==> config.mk <==
export PLATFORM = sky130hd
export DESIGN_NAME = adder_8b
export DESIGN_NICKNAME = d
export VERILOG_FILES = /design/src/rtl/adder_8b.sv
export SDC_FILE = /design/constraint.sdc
export NUM_CORES = 1
export LEC_CHECK = 0
export CAP_MARGIN = 5
export CORE_MARGIN = 2
export CORE_UTILIZATION = 35
export DETAILED_ROUTE_END_ITERATION = 10
export GPL_TIMING_DRIVEN = 0
export PLACE_DENSITY = 0.73
export SYNTH_ARGS = -nofsm -noshare
export SYNTH_HDL_FRONTEND = slang
export SYNTH_SLANG_ARGS = --single-unit
==> constraint.sdc <==
create_clock -name clk -period 10.4 [get_ports clk]
set_clock_uncertainty 0.1 [all_clocks]
set_input_delay 1.04 -clock clk [delete_from_list [all_inputs] [get_ports clk]]
set_output_delay 1.04 -clock clk [all_outputs]
set_load 0.02 [all_outputs]
==> src/rtl/adder_8b.sv <==
// adder_8b: registered 8-bit ripple-carry adder with carry-in, carry-out,
// signed-overflow flag and a single-cycle valid qualifier.
//
// The combinational ripple chain feeds one register stage. Results appear
// one clock after the edge that sampled in_valid = 1. When in_valid is low
// the result registers hold, and out_valid drops.

module adder_8b (
    input  logic       clk,
    input  logic       rst,
    input  logic [7:0] A,
    input  logic [7:0] B,
    input  logic       Cin,
    input  logic       in_valid,
    output logic [7:0] S,
    output logic       Cout,
    output logic       V,
    output logic       out_valid
);

    // Ripple chain: carry[i] is the carry into bit i, carry[8] is the carry out of bit 7.
    logic [8:0] carry;
    logic [7:0] sum_c;
    logic       v_c;

    // Register stage: _q holds the visible outputs, _d is the next value.
    logic [7:0] s_q,         s_d;
    logic       cout_q,      cout_d;
    logic       v_q,         v_d;
    logic       out_valid_q, out_valid_d;

    // Eight full-adder cells chained bit 0 to bit 7; overflow from the top two carries.
    always_comb begin
        carry    = '0;
        sum_c    = '0;
        carry[0] = Cin;
        for (int i = 0; i < 8; i++) begin
            sum_c[i]     = A[i] ^ B[i] ^ carry[i];
            carry[i + 1] = (A[i] & B[i]) | (carry[i] & (A[i] ^ B[i]));
        end
        v_c = carry[7] ^ carry[8];
    end

    // Next-state: load a new result on in_valid, otherwise hold and drop out_valid.
    always_comb begin
        // NOTE: every variable gets a default before any branch so no latch is inferred.
        s_d         = s_q;
        cout_d      = cout_q;
        v_d         = v_q;
        out_valid_d = 1'b0;
        if (in_valid) begin
            s_d         = sum_c;
            cout_d      = carry[8];
            v_d         = v_c;
            out_valid_d = 1'b1;
        end
    end

    // Output registers with synchronous reset; reset wins over a same-edge capture.
    always_ff @(posedge clk) begin
        // NOTE: sequential state uses non-blocking assignments so all flops update together.
        if (rst) begin
            s_q         <= 8'h00;
            cout_q      <= 1'b0;
            v_q         <= 1'b0;
            out_valid_q <= 1'b0;
        end else begin
            s_q         <= s_d;
            cout_q      <= cout_d;
            v_q         <= v_d;
            out_valid_q <= out_valid_d;
        end
    end

    assign S         = s_q;
    assign Cout      = cout_q;
    assign V         = v_q;
    assign out_valid = out_valid_q;

endmodule

==> results.toml <==
[yosys]
synth-xor-area-share_pct = 1.49
synth-seq-cells = 11
synthesis.nets = 78
synthAdderAreaFrac_pct = 27.3
synth_area_leader_cell = "dfxtp_1"
synthMuxAreaShare_pct = 10.2
synth_edf_count = 0
synth.distinct_cells = 12
ys_warn_count = 0
synth_most_common_cell = "dfxtp_1"
ys.flop_type = "dfxtp_1"
synthesis.area_um2 = 587
avgSynthCellArea_um2 = 11.7
synth.top_cell.area_share_pct = 37.5
synth_top_family_by_area = "adder cells"
yosys.area_share.simple_pct = 8.53
syn_inst = 50
async_flop_share_pct = 0
synth_common_cells = "11 x dfxtp_1, 9 x nor2_1, 8 x fa_1, 7 x inv_1, 6 x mux2i_1"
seq_area_frac_synth_pct = 37.5
synth-compound-area-share_pct = 7.68
synthTopCellsByArea = "dfxtp_1 38%, fa_1 27%, mux2i_1 10%"

[route]
wl_per_cell_um = 11.6
drcViolationCount = 0
drt-vias-per-instance = 4.56
first_pass_iters = 2
ant_nets = 0
drt-initial-drc-count = 2
vias = 456
wirelength_um = 1160

[power_and_ir_drop]
p_per_area_nw_per_um2 = 125
seqPwrFrac_pct = 41.5
power.total_mw = 0.116
switching_share_pct = 29.0
peakVddDrop_v = 0.0000593
leakage_nw = 0.402
p_clk_share_pct = 25.4
internal-power_mw = 0.0827
p_switching_mw = 0.0338
p_comb_share_pct = 33.1

[global_routing]
use_met1_pct = 15.3
grt_pass1_wl_um = 2020
antenna_found_initial = 0
first_global_vias = 522
grt.total_usage_pct = 14.5
globalRouteMet3Util_pct = 6.00
grt_max_degree = 11
met2_usage_pct = 24.9
busiest_layer = "met2"
overflow = 0

[die]
initial_core_util_pct = 38.1
core_area_um2 = 1540
die_area_um2 = 2020
rows = 14
die_w_um = 44.9
die_h_um = 44.9
io_pins = 31

[critical_path]
cp.arrival_ps = 4860
crit_required_ps = 10490
path_delay_family = "adder cells"
worst-setup-path-type = "primary input to flip-flop"
cp-end-kind = "flip-flop"
crit_fanout = 2
slowest_stage = "clkdlybuf4s50_1"
cpPeakStageDelay_ps = 440
crit_chain = "clkdlybuf4s50_1 -> fa_1 -> inv_1 -> fa_1 -> inv_1 -> fa_1 -> fa_1 -> fa_1 -> fa_1 -> fa_1 -> inv_1 -> fa_1 -> a211oi_2"
crit_top_cell = "fa_1"
worst-path-buf-inv = 4
crit_path_start_kind = "primary input"

[timing]
maxSlewViolCount = 0
hold_slack_ps = 394
setup_ws_ps = 5630
timing.slew.headroom_pct = 82.4
hold_viol = 0
tns_ps = 0
post-route-period-util_pct = 45.8
period_needed_ps = 4770
setup-violations-final = 0
worstMarginPinSlew_ps = 264
rsz0062_at_grt = "false"
fmax_mhz = 210

[placed_design]
portBuffers = 30
hpwlAfterDp_um = 964
gp_congestion = 0.620
dp_slack_ps = 5330
placed_area_um2 = 907
dpl.cell_count = 96

[hold_path]
min_path_type = "flip-flop to flip-flop"

[clocking]
cts_buffer_depth = 2
clock_sinks = 11
cts_inserted_buffers = 3
cts_root_buf = "clkbuf_4"
postCtsResizedCells = 0
postCtsHoldBufs = 0
cts_setup_buffers = 0
cts_tree = "done"
clk-insertion-delay-late_ps = 260
clkTransAtPathRegs_ps = 70
cts_max_level = 1

[cells_and_area]
final_cells = 100
drive_gt1_share_pct = 10.7
nNetsFinal = 113
diodes = 0
area_delta_synth_final_pct = 59.1
design_area_um2 = 933
utilization_pct = 60.6

[flow_run]
drv_cap = 0

[outcome]
status = "finished, final reports clean"
sequential cells by signal (all words and copies together) (netlist names):
signal     cells
Cout           1
V              1
S              8
out_valid      1
area by class of cell:
cell class,count,area [um2]
timing repair buffer,30,300
multi-input combinational,30,324
tap,16,20.0
clock buffer,4,26.3
inverter,7,26.3
sequential,11,220
buffer,2,16.3
fill,148,608
worst min-delay path: cells and delay by family, from the launching register on:
family | cells | cell delay [ps]
flops | 1 | 330
simple gates | 1 | 70
mux | 1 | 60
routing by layer:
layer | vias up | routed length (um)
li1 | 223 | -
met1 | 216 | 445
met2 | 17 | 632
met3 | 0 | 80
met4 | 0 | 0
met5 | - | 0
power groups by stage:
stage / registers [mW] / logic (mW) / clock network [mW]
after global placement: 0.0491 / 0.0381 / 0
after CTS: 0.0484 / 0.0394 / 0.0307
final: 0.0483 / 0.0386 / 0.0296
after detailed placement: 0.0494 / 0.0391 / 0
after global routing: 0.0491 / 0.0429 / 0.0321
after floorplan: 0.0544 / 0.0144 / 0
cell usage in the layout, fill, tap and decap left out, drive strengths merged:
cell type,Yosys,layout
clkbuf,0,4
mux2i,6,6
a211oi,3,3
a21o,1,1
clkdlybuf4s50,0,30
inv,7,7
nor2,9,9
fa,8,8
buf,2,2
nor3b,1,1
and2b,1,1
xnor2,1,1
dfxtp,11,11
path summary, 6_finish.rpt:
kind	start	endpoint	slack (ps)	cells after the start
hold reg to reg	S[3]	S[3]	390	2
setup reg to reg	V	V	9610	2
setup / recovery	A[0]	S[7]	5630	13
hold / removal	S[3]	S[3]	390	2
logic make-up (layout without fill, tap and decap cells):
group                    count (synthesis)  after routing
XOR/XNOR                                 1              1
multiplexers                             6              6
flip-flops                              11             11
AO/OA/AOI/OAI                            4              4
buffers and inverters                    9             43
adder cells (fa/ha/maj)                  8              8
AND/OR/NAND/NOR                         11             11
No activity file was read; power rests on OpenSTA's default activity.
